===== src/rtl/sb_mac16_if.sv =====
// sb_mac16_if: operand, control and result bundle of the sb_mac16 DSP slice.
// The master side drives operands/controls, the slave side (the slice) returns O/CO.
interface sb_mac16_if;
  logic        CE;
  logic        IRSTTOP;
  logic        IRSTBOT;
  logic        ORSTTOP;
  logic        ORSTBOT;
  logic [15:0] A;
  logic [15:0] B;
  logic [15:0] C;
  logic [15:0] D;
  logic        AHOLD;
  logic        BHOLD;
  logic        CHOLD;
  logic        DHOLD;
  logic        OHOLDTOP;
  logic        OHOLDBOT;
  logic        OLOADTOP;
  logic        OLOADBOT;
  logic        ADDSUBTOP;
  logic        ADDSUBBOT;
  logic        CI;
  logic        CO;
  logic [31:0] O;

  modport master (
    output CE, IRSTTOP, IRSTBOT, ORSTTOP, ORSTBOT, A, B, C, D,
           AHOLD, BHOLD, CHOLD, DHOLD, OHOLDTOP, OHOLDBOT, OLOADTOP, OLOADBOT,
           ADDSUBTOP, ADDSUBBOT, CI,
    input  CO, O
  );

  modport slave (
    input  CE, IRSTTOP, IRSTBOT, ORSTTOP, ORSTBOT, A, B, C, D,
           AHOLD, BHOLD, CHOLD, DHOLD, OHOLDTOP, OHOLDBOT, OLOADTOP, OLOADBOT,
           ADDSUBTOP, ADDSUBBOT, CI,
    output CO, O
  );
endinterface


===== src/rtl/sb_mac16.sv =====
// sb_mac16: 16x16 multiply-accumulate / 32-bit add-subtract slice.
// Optional input registers, a 16x16 multiplier built from four 8x8 partial
// products, cascaded top/bottom 16-bit adder-accumulators and per-half output muxes.
// Build option: define SB_MAC16_MODE8X8_EN to honour MODE_8x8 (H = {F, J});
// without it H is always the full 16x16 product.
module sb_mac16 #(
  parameter bit       A_REG                    = 1'b0,
  parameter bit       B_REG                    = 1'b0,
  parameter bit       C_REG                    = 1'b0,
  parameter bit       D_REG                    = 1'b0,
  parameter bit       PIPELINE_16x16_MULT_REG1 = 1'b0,
  parameter bit       PIPELINE_16x16_MULT_REG2 = 1'b0,
  parameter bit       TOP_8x8_MULT_REG         = 1'b0,
  parameter bit       BOT_8x8_MULT_REG         = 1'b0,
  parameter bit       A_SIGNED                 = 1'b0,
  parameter bit       B_SIGNED                 = 1'b0,
  parameter bit       MODE_8x8                 = 1'b0,
  parameter bit       TOPADDSUB_UPPERINPUT     = 1'b0,
  parameter bit       BOTADDSUB_UPPERINPUT     = 1'b0,
  parameter bit [1:0] TOPADDSUB_LOWERINPUT     = 2'd0,
  parameter bit [1:0] BOTADDSUB_LOWERINPUT     = 2'd0,
  parameter bit [1:0] TOPADDSUB_CARRYSELECT    = 2'd0,
  parameter bit [1:0] BOTADDSUB_CARRYSELECT    = 2'd0,
  parameter bit [1:0] TOPOUTPUT_SELECT         = 2'd0,
  parameter bit [1:0] BOTOUTPUT_SELECT         = 2'd0
) (
  input  logic      clk,
  input  logic      rst,
  sb_mac16_if.slave bus
);

  // Top half registers (A/C/F side) and bottom half (B/D/J side) have separate resets.
  logic topRst, botRst, qTopRst, qBotRst;
  assign topRst  = rst | bus.IRSTTOP;
  assign botRst  = rst | bus.IRSTBOT;
  assign qTopRst = rst | bus.ORSTTOP;
  assign qBotRst = rst | bus.ORSTBOT;

  logic [15:0] aReg, bReg, cReg, dReg;
  logic [15:0] ai, bi, ci, di;

  // Input registers: reset, then clock enable, then per-input hold.
  always_ff @(posedge clk) begin
    if (topRst) aReg <= '0; else if (bus.CE && !bus.AHOLD) aReg <= bus.A;
    if (botRst) bReg <= '0; else if (bus.CE && !bus.BHOLD) bReg <= bus.B;
    if (topRst) cReg <= '0; else if (bus.CE && !bus.CHOLD) cReg <= bus.C;
    if (botRst) dReg <= '0; else if (bus.CE && !bus.DHOLD) dReg <= bus.D;
  end

  assign ai = A_REG ? aReg : bus.A;
  assign bi = B_REG ? bReg : bus.B;
  assign ci = C_REG ? cReg : bus.C;
  assign di = D_REG ? dReg : bus.D;

  // Byte operands extended to 16 bits; only the upper bytes may carry a sign.
  // The low 16 bits of a product of extended bytes are the exact 8x8 result.
  logic [15:0] aHi, aLo, bHi, bLo;
  assign aHi = A_SIGNED ? {{8{ai[15]}}, ai[15:8]} : {8'h00, ai[15:8]};
  assign bHi = B_SIGNED ? {{8{bi[15]}}, bi[15:8]} : {8'h00, bi[15:8]};
  assign aLo = {8'h00, ai[7:0]};
  assign bLo = {8'h00, bi[7:0]};

  logic [15:0] fMul, jMul, kMul, gMul;
  assign fMul = aHi * bHi;
  assign jMul = aLo * bLo;
  assign kMul = aHi * bLo;
  assign gMul = aLo * bHi;

  logic [15:0] fPipe, kPipe, jPipe, gPipe, fReg, jReg;

  // Partial-product pipeline and the separately selectable F/J registers.
  always_ff @(posedge clk) begin
    if (topRst) begin
      fPipe <= '0;
      kPipe <= '0;
      fReg  <= '0;
    end else if (bus.CE) begin
      fPipe <= fMul;
      kPipe <= kMul;
      fReg  <= fMul;
    end
    if (botRst) begin
      jPipe <= '0;
      gPipe <= '0;
      jReg  <= '0;
    end else if (bus.CE) begin
      jPipe <= jMul;
      gPipe <= gMul;
      jReg  <= jMul;
    end
  end

  logic [15:0] f1, k1, j1, g1, fOut, jOut;
  assign f1   = PIPELINE_16x16_MULT_REG1 ? fPipe : fMul;
  assign k1   = PIPELINE_16x16_MULT_REG1 ? kPipe : kMul;
  assign j1   = PIPELINE_16x16_MULT_REG1 ? jPipe : jMul;
  assign g1   = PIPELINE_16x16_MULT_REG1 ? gPipe : gMul;
  assign fOut = TOP_8x8_MULT_REG ? fReg : fMul;
  assign jOut = BOT_8x8_MULT_REG ? jReg : jMul;

  // Cross terms are signed whenever their upper-byte operand is, so they must be
  // sign-extended before the shift into the 32-bit sum.
  logic [31:0] kExt, gExt, midSum, hFull, hComb;
  assign kExt   = A_SIGNED ? {{16{k1[15]}}, k1} : {16'h0000, k1};
  assign gExt   = B_SIGNED ? {{16{g1[15]}}, g1} : {16'h0000, g1};
  assign midSum = kExt + gExt;
  assign hFull  = {f1, 16'h0000} + {midSum[23:0], 8'h00} + {16'h0000, j1};

`ifdef SB_MAC16_MODE8X8_EN
  assign hComb = MODE_8x8 ? {f1, j1} : hFull;
`else
  // Split-multiplier mode is not built; the parameter is accepted but has no effect.
  logic unusedMode8x8;
  assign unusedMode8x8 = MODE_8x8;
  assign hComb = hFull;
`endif

  logic [31:0] hReg, hOut;

  // Product register, split so each half follows its own side's reset.
  always_ff @(posedge clk) begin
    if (topRst) hReg[31:16] <= '0; else if (bus.CE) hReg[31:16] <= hComb[31:16];
    if (botRst) hReg[15:0]  <= '0; else if (bus.CE) hReg[15:0]  <= hComb[15:0];
  end

  assign hOut = PIPELINE_16x16_MULT_REG2 ? hReg : hComb;

  logic [15:0] qTop, qBot, xTop, xBot, yTop, yBot, zTop, zBot;
  logic        cinTop, cinBot, coBot, coTop;
  logic [16:0] botSum, topSum;

  // Bottom adder operand/carry selection; a subtract treats cin as a borrow.
  always_comb begin
    xBot = BOTADDSUB_UPPERINPUT ? di : qBot;
    case (BOTADDSUB_LOWERINPUT)
      2'd0:    yBot = bi;
      2'd1:    yBot = jOut;
      2'd2:    yBot = hOut[15:0];
      default: yBot = 16'h0000;
    endcase
    case (BOTADDSUB_CARRYSELECT)
      2'd0:    cinBot = 1'b0;
      2'd1:    cinBot = 1'b1;
      default: cinBot = bus.CI;
    endcase
    if (bus.ADDSUBBOT) botSum = {1'b0, xBot} - {1'b0, yBot} - {16'h0000, cinBot};
    else               botSum = {1'b0, xBot} + {1'b0, yBot} + {16'h0000, cinBot};
  end

  assign zBot  = botSum[15:0];
  assign coBot = botSum[16];

  // Top adder; chained carry comes from the bottom adder's carry/borrow out.
  always_comb begin
    xTop = TOPADDSUB_UPPERINPUT ? ci : qTop;
    case (TOPADDSUB_LOWERINPUT)
      2'd0:    yTop = ai;
      2'd1:    yTop = fOut;
      2'd2:    yTop = hOut[31:16];
      default: yTop = {16{zBot[15]}};
    endcase
    case (TOPADDSUB_CARRYSELECT)
      2'd0:    cinTop = 1'b0;
      2'd1:    cinTop = 1'b1;
      default: cinTop = coBot;
    endcase
    if (bus.ADDSUBTOP) topSum = {1'b0, xTop} - {1'b0, yTop} - {16'h0000, cinTop};
    else               topSum = {1'b0, xTop} + {1'b0, yTop} + {16'h0000, cinTop};
  end

  assign zTop  = topSum[15:0];
  assign coTop = topSum[16];

  // Accumulators: reset, then enable, then hold, then load C/D, else take the adder sum.
  always_ff @(posedge clk) begin
    if (qTopRst)                      qTop <= '0;
    else if (bus.CE && !bus.OHOLDTOP) qTop <= bus.OLOADTOP ? ci : zTop;
    if (qBotRst)                      qBot <= '0;
    else if (bus.CE && !bus.OHOLDBOT) qBot <= bus.OLOADBOT ? di : zBot;
  end

  logic [15:0] oTop, oBot;

  // Per-half output selection.
  always_comb begin
    case (TOPOUTPUT_SELECT)
      2'd0:    oTop = zTop;
      2'd1:    oTop = qTop;
      2'd2:    oTop = fOut;
      default: oTop = hOut[31:16];
    endcase
    case (BOTOUTPUT_SELECT)
      2'd0:    oBot = zBot;
      2'd1:    oBot = qBot;
      2'd2:    oBot = jOut;
      default: oBot = hOut[15:0];
    endcase
  end

  assign bus.O  = {oTop, oBot};
  assign bus.CO = coTop;

endmodule


===== src/flat_wrapper.sv =====
// flat-port wrapper written by rule: the top's interface ports become plain ports
module sb_mac16_flat 
#(
  parameter bit       A_REG                    = 1'b0,
  parameter bit       B_REG                    = 1'b0,
  parameter bit       C_REG                    = 1'b0,
  parameter bit       D_REG                    = 1'b0,
  parameter bit       PIPELINE_16x16_MULT_REG1 = 1'b0,
  parameter bit       PIPELINE_16x16_MULT_REG2 = 1'b0,
  parameter bit       TOP_8x8_MULT_REG         = 1'b0,
  parameter bit       BOT_8x8_MULT_REG         = 1'b0,
  parameter bit       A_SIGNED                 = 1'b0,
  parameter bit       B_SIGNED                 = 1'b0,
  parameter bit       MODE_8x8                 = 1'b0,
  parameter bit       TOPADDSUB_UPPERINPUT     = 1'b0,
  parameter bit       BOTADDSUB_UPPERINPUT     = 1'b0,
  parameter bit [1:0] TOPADDSUB_LOWERINPUT     = 2'd0,
  parameter bit [1:0] BOTADDSUB_LOWERINPUT     = 2'd0,
  parameter bit [1:0] TOPADDSUB_CARRYSELECT    = 2'd0,
  parameter bit [1:0] BOTADDSUB_CARRYSELECT    = 2'd0,
  parameter bit [1:0] TOPOUTPUT_SELECT         = 2'd0,
  parameter bit [1:0] BOTOUTPUT_SELECT         = 2'd0
)
  (clk, rst, bus_CE, bus_IRSTTOP, bus_IRSTBOT, bus_ORSTTOP, bus_ORSTBOT, bus_A, bus_B, bus_C, bus_D, bus_AHOLD, bus_BHOLD, bus_CHOLD, bus_DHOLD, bus_OHOLDTOP, bus_OHOLDBOT, bus_OLOADTOP, bus_OLOADBOT, bus_ADDSUBTOP, bus_ADDSUBBOT, bus_CI, bus_CO, bus_O);
  sb_mac16_if bus_i ();
  input  logic clk;
  input  logic rst;
  input wire logic [$bits(bus_i.CE)-1:0] bus_CE;
  input wire logic [$bits(bus_i.IRSTTOP)-1:0] bus_IRSTTOP;
  input wire logic [$bits(bus_i.IRSTBOT)-1:0] bus_IRSTBOT;
  input wire logic [$bits(bus_i.ORSTTOP)-1:0] bus_ORSTTOP;
  input wire logic [$bits(bus_i.ORSTBOT)-1:0] bus_ORSTBOT;
  input wire logic [$bits(bus_i.A)-1:0] bus_A;
  input wire logic [$bits(bus_i.B)-1:0] bus_B;
  input wire logic [$bits(bus_i.C)-1:0] bus_C;
  input wire logic [$bits(bus_i.D)-1:0] bus_D;
  input wire logic [$bits(bus_i.AHOLD)-1:0] bus_AHOLD;
  input wire logic [$bits(bus_i.BHOLD)-1:0] bus_BHOLD;
  input wire logic [$bits(bus_i.CHOLD)-1:0] bus_CHOLD;
  input wire logic [$bits(bus_i.DHOLD)-1:0] bus_DHOLD;
  input wire logic [$bits(bus_i.OHOLDTOP)-1:0] bus_OHOLDTOP;
  input wire logic [$bits(bus_i.OHOLDBOT)-1:0] bus_OHOLDBOT;
  input wire logic [$bits(bus_i.OLOADTOP)-1:0] bus_OLOADTOP;
  input wire logic [$bits(bus_i.OLOADBOT)-1:0] bus_OLOADBOT;
  input wire logic [$bits(bus_i.ADDSUBTOP)-1:0] bus_ADDSUBTOP;
  input wire logic [$bits(bus_i.ADDSUBBOT)-1:0] bus_ADDSUBBOT;
  input wire logic [$bits(bus_i.CI)-1:0] bus_CI;
  output wire logic [$bits(bus_i.CO)-1:0] bus_CO;
  output wire logic [$bits(bus_i.O)-1:0] bus_O;
  assign bus_i.CE = bus_CE;
  assign bus_i.IRSTTOP = bus_IRSTTOP;
  assign bus_i.IRSTBOT = bus_IRSTBOT;
  assign bus_i.ORSTTOP = bus_ORSTTOP;
  assign bus_i.ORSTBOT = bus_ORSTBOT;
  assign bus_i.A = bus_A;
  assign bus_i.B = bus_B;
  assign bus_i.C = bus_C;
  assign bus_i.D = bus_D;
  assign bus_i.AHOLD = bus_AHOLD;
  assign bus_i.BHOLD = bus_BHOLD;
  assign bus_i.CHOLD = bus_CHOLD;
  assign bus_i.DHOLD = bus_DHOLD;
  assign bus_i.OHOLDTOP = bus_OHOLDTOP;
  assign bus_i.OHOLDBOT = bus_OHOLDBOT;
  assign bus_i.OLOADTOP = bus_OLOADTOP;
  assign bus_i.OLOADBOT = bus_OLOADBOT;
  assign bus_i.ADDSUBTOP = bus_ADDSUBTOP;
  assign bus_i.ADDSUBBOT = bus_ADDSUBBOT;
  assign bus_i.CI = bus_CI;
  assign bus_CO = bus_i.CO;
  assign bus_O = bus_i.O;
  sb_mac16 #(.A_REG(A_REG), .B_REG(B_REG), .C_REG(C_REG), .D_REG(D_REG), .PIPELINE_16x16_MULT_REG1(PIPELINE_16x16_MULT_REG1), .PIPELINE_16x16_MULT_REG2(PIPELINE_16x16_MULT_REG2), .TOP_8x8_MULT_REG(TOP_8x8_MULT_REG), .BOT_8x8_MULT_REG(BOT_8x8_MULT_REG), .A_SIGNED(A_SIGNED), .B_SIGNED(B_SIGNED), .MODE_8x8(MODE_8x8), .TOPADDSUB_UPPERINPUT(TOPADDSUB_UPPERINPUT), .BOTADDSUB_UPPERINPUT(BOTADDSUB_UPPERINPUT), .TOPADDSUB_LOWERINPUT(TOPADDSUB_LOWERINPUT), .BOTADDSUB_LOWERINPUT(BOTADDSUB_LOWERINPUT), .TOPADDSUB_CARRYSELECT(TOPADDSUB_CARRYSELECT), .BOTADDSUB_CARRYSELECT(BOTADDSUB_CARRYSELECT), .TOPOUTPUT_SELECT(TOPOUTPUT_SELECT), .BOTOUTPUT_SELECT(BOTOUTPUT_SELECT)) u_core (.clk(clk), .rst(rst), .bus(bus_i));
endmodule

===== config.mk =====
export PLATFORM = sky130hd
export DESIGN_NAME = sb_mac16_flat
export DESIGN_NICKNAME = d
export VERILOG_FILES = /design/src/rtl/sb_mac16_if.sv /design/src/rtl/sb_mac16.sv /design/src/flat_wrapper.sv
export SDC_FILE = /design/constraint.sdc
export NUM_CORES = 1
export LEC_CHECK = 0
export ABC_AREA = 0
export BUFFER_PORTS_ARGS = -buffer_cell sky130_fd_sc_hd__buf_2
export CAP_MARGIN = 20
export CORE_UTILIZATION = 53
export DETAILED_ROUTE_END_ITERATION = 7
export GPL_ROUTABILITY_DRIVEN = 0
export GPL_TIMING_DRIVEN = 0
export PLACE_DENSITY = 0.87
export SYNTH_ARGS = -nofsm -noshare
export SYNTH_HDL_FRONTEND = slang
export SYNTH_SLANG_ARGS = --single-unit

===== constraint.sdc =====
create_clock -name clk -period 3.2 [get_ports clk]
set_input_delay 0.16 -clock clk [delete_from_list [all_inputs] [get_ports clk]]
set_output_delay 0.16 -clock clk [all_outputs]
set_load 0.02 [all_outputs]

# --- After elaboration in Yosys (flattened, before gate mapping) ---
# Index checks and enable logic that the tools add are counted.
classes:
  n_addsub: 4
  n_mux: 4
  bitwise_logic: 2
  reduce_logical: 4
op_table:
  columns: ["operator", "n"]
  rows:
  - ["2-to-1 mux 16 bit", 3]
  - ["adder 16 x 16 -> 17 bit", 1]
  - ["2-to-1 mux 17 bit", 1]
  - ["subtractor 16 x 16 -> 17 bit", 1]
  - ["adder 16 bit", 1]
  - ["subtractor 16 bit", 1]
  - ["logical AND 1 bit", 2]
  - ["logical NOT 1 bit", 2]
  - ["OR 1 bit", 2]
totals:
  regBits: 32
  inputBits: 82
  output_inout_bits: 33
  elab_cells: 16

# --- Longest topological paths before layout ---
depth:
  ltp_word: 3
  mapped_depth: 15
  ltp_nobuf: 14

# --- Worst setup path before layout ---
# No wires, ideal clock.
synth_timing:
  path_kind: "input port to flip-flop"
  startpoint: "input bus_B[5]"
  endpoint: "register u_core.qBot[13]"
  setup_ns: 0.059
  arrival_ns: 2.837
  path_slack_ns: 0.304
  cell_stages: 12
  path_buffers: 1
  cell_sequence: "or4_1 > nor2_1 > nor2_1 > a21oi_1 > xor2_1 > ha_1 > clkbuf_1 > nand2_1 > or3_1 > o211ai_1 > xor2_1 > a21o_1"
synth_between:
  elab_chain_len: 3
synth_rtl:
  columns: ["element", "line", "rtl"]
  rows:
  - ["start: declaration", "flat_wrapper.sv:34", "input wire logic [$bits(bus_i.B)-1:0] bus_B;"]
  - ["adder 16 bit / subtractor 16 bit (equally long branches)", "sb_mac16.sv:147, sb_mac16.sv:146", null]
  - ["2-to-1 mux 16 bit (*)", "sb_mac16.sv:146", "if (bus.ADDSUBBOT) botSum = {1'b0, xBot} - {1'b0, yBot} - {16'h0000, cinBot};"]
  - ["named net bus_O[13]", "flat_wrapper.sv:49", "output wire logic [$bits(bus_i.O)-1:0] bus_O;"]
  - ["2-to-1 mux 16 bit (*)", "sb_mac16.sv:179", "else if (bus.CE && !bus.OHOLDBOT) qBot <= bus.OLOADBOT ? di : zBot;"]
  - ["end signal: assignment", "sb_mac16.sv:179", null]
  - ["end: declaration", "sb_mac16.sv:128", "logic [15:0] qTop, qBot, xTop, xBot, yTop, yBot, zTop, zBot;"]
# Mark *: on every way through the listed nets, which the timed path passes. The rest lies on a longest branch.
# A chain may end at the register's enable or synchronous reset.

# --- Worst setup path after layout ---
layout_timing:
  startpoint: "input bus_B[0]"
  endpoint: "output bus_O[9]"
layout_between:
  elab_chain_len: 2
layout_rtl:
  columns: ["element", "line"]
  rows:
  - ["adder 16 bit / subtractor 16 bit (equally long branches)", "sb_mac16.sv:147, sb_mac16.sv:146"]
  - ["2-to-1 mux 16 bit (*)", "sb_mac16.sv:146"]
  - ["end: declaration", "flat_wrapper.sv:49"]
# Mark *: on every way between the ends. The rest lies on a longest branch, timed or not.

==> run summary <==
vias per cell - 6.05
distinct cell type count after synthesis - 59
DP Wirelength - 8.51 mm
post-synthesis adder-cell area fraction - 12.3%
simple-gate portion of the synthesized area - 21.3%
Tcrit/Tclk final - 95.3%
worst path cell trace - buf_2 > inv_1 > ha_1 > nor2b_2 > a21oi_1 > xnor2_1 > ha_1 > a211oi_2 > o21ai_1 > nor2_1 > o21ai_0 > xor2_1 > buf_2
Sinks on Clock Net - 32
Synth area leaders - dfxtp_1, ha_1, xnor2_1, a21oi_1, nor2_1
final hold vios - 0
Worst Reg-to-Reg Cells - 11
RR Endpoint - u_core.qBot[14]
share of synthesized flip-flops with an asynchronous set or reset - 0%
TNS Setup - 0 ps
vias in the first global route - 4,024
Max clock buf depth - 2
clock slew at reported path FFs - 70 ps
root buf cell - clkbuf_8
Clock Latency Late Sink - 280 ps
overall via count from detail_route - 4,159
most common cell in the netlist - a21oi_1
die area - 7260 µm²
ratio of total power to cell area - 344 nW/µm²
Mapped Area - 3670 µm²
number of remaining DRC errors - 0
Total Power - 1530 µW
status - completed
critical path's slowest cell - nor2_1
Yosys reg bits - 32
Finish-stage setup viols - 0
final WL - 10.9 mm
placed insts - 681
Core ar. - 6530 µm²
CTS tree - yes
Synth Area in Compound Gates - 27.8%
Final #Nets - 727
Avg WL per Cell - 15.8 µm
Worst Path Required - 3040 ps
number of DRC markers in iteration 0 - 144
WHS Endpoint - u_core.qTop[2]
leakage - 0.00207 µW
startpoint type of the worst setup path - input port
CP max FO - 5
num rows - 29
Place WS - -62.0 ps
mux contribution to synthesized area - 3.58%
CP peak stage delay - 390 ps
number of H-tree levels - 2
Post-synth top cells - a21oi_1, nor2_1, xnor2_1
DR pass1 iterations - 5
hold path depth - 3
mean area per synthesized cell - 7.35 µm²
Tot GR Track Use - 30.7%
XOR/XNOR Fraction of Synth Area - 12.6%
Starting Density - 56.2%
largest family of logic cells by synthesized area - compound AO/OA/AOI/OAI gates
flop2flop setup slack - 790 ps
CTS buffer count - 5
ratio of cells with drive above 1 in the final layout - 23.2%
Synth Instances - 499
Slew headroom - 23.4%
Max Freq - 328 MHz
critical path class - in -> out
worst min path class - in -> reg
ant diodes - 0
Clock Skews - 5.00 ps
Synth top area share - 17.5%
Max Cap Viol - 0
crit path capture type - primary output
Yosys Warn Count - 0
post-route ant nets - 0
RSZ-0062 raised after global routing - no
Non-Filler Instances - 688
Die X - 85.2 µm
largest net degree at the start of global routing - 11
Tmin final - 3050 ps
Die Y - 85.2 µm
hold_buf cts - 0
Top Family by Delay on Critical Path - compound AO/OA/AOI/OAI gates
actual slew at the worst max-slew pin - 1140 ps
EDFF count, synth - 0
initial antenna violation count - 0
CP arrival - 2890 ps
top_reg_cell synth - dfxtp_1
first-pass GRT wire length - 17.9 mm
Slew Limit Fails - 0
reg2reg start - u_core.qBot[0]
final worst setup slack - 151 ps
CP Buf/Inv Count - 3
Seq/Total Area, Yosys - 17.5%
Yosys top cell by area - dfxtp_1
PortBufs - 105
Max VDD drop - 0.189 mV
grt total ovfl - 0
Syn Nets - 616
area delta synth->final - 21.5%
hold path startpoint - bus_C[2]
I/O pin cnt - 115
-- power by group --
part	internal (µW)	switching [µW]
clock	172	171
sequential	412	8.77
combinational	294	477
total	877	657
-- through the flow --
step	cell area [µm²]	hold WS, ps	util [%]
2_1_floorplan	3670	327	-
3_3_place_gp	4290	440	65.7
3_5_place_dp	4290	449	65.7
4_1_cts	4390	139	67.2
5_1_grt	4460	161	68.3
6_report	4460	150	68.3
-- tightest hold or removal path: stages --
cell      delay [ps]
buf_2             90
nand2_1           60
a311oi_1          70
-- cells by family (layout without fill, tap and decap cells) --
kind of cell,after synthesis,after routing
flops,32,32
xor+xnor,52,52
fa+ha+maj,35,35
buf+inv,47,159
simple gates,160,160
compound gates,160,160
mux,13,13
-- layout by cell type (no fill, tap or decap), drive strengths merged, types with 14 or more instances in the layout --
cell    netlist  layout
nand3        18      18
dfxtp        32      32
a211oi       14      14
clkbuf       19      22
o21ai        30      30
a21o         17      17
a21oi        56      56
xnor2        43      43
nor3         16      16
nand2        34      34
ha           33      33
inv          26      26
buf           2     109
nor2         50      50
-- flip-flops by register name, indices dropped and copies added (netlist names) --
register,flops
u_core.qBot,16
u_core.qTop,16
-- layer usage --
layer | vias to the layer above | GRT usage, % | part of all wire, %
met5 | - | 0 | 0
met4 | 0 | 8.63 | 2.2
met3 | 24 | 3.40 | 7.2
met2 | 199 | 58.1 | 51
met1 | 1905 | 36.4 | 39
li1 | 2031 | - | -
-- layout make-up --
cell class                      instances  area, µm²
Multi-Input combinational cell        420       2920
Fill cell                             563       2070
Sequential cell                        32        641
Timing Repair Buffer                  107        541
Inverter                               26       97.6
Tap cell                               77       96.3
Clock buffer                            6       82.6
Buffer                                 18       70.1
Clock inverter                          2       10.0
-- how the worst max path moves through the flow --
stage,startpoint,to,slack (ps),cells after the start
after detailed placement,bus_B[5],bus_O[13],-60,13
after global routing,bus_B[6],bus_O[13],4,12
after floorplan,bus_B[5],u_core.qBot[13],300,12
after CTS,bus_B[0],bus_O[13],30,15
after global placement,bus_B[5],bus_O[13],-30,13
final,bus_B[0],bus_O[9],150,13
-- what timing repair did --
action,4_1_cts,5_1_grt
gates resized for setup,2,16
setup endpoints to repair,3,13
buffers inserted,0,2
Note: power is estimated with default switching activity, not from simulation.
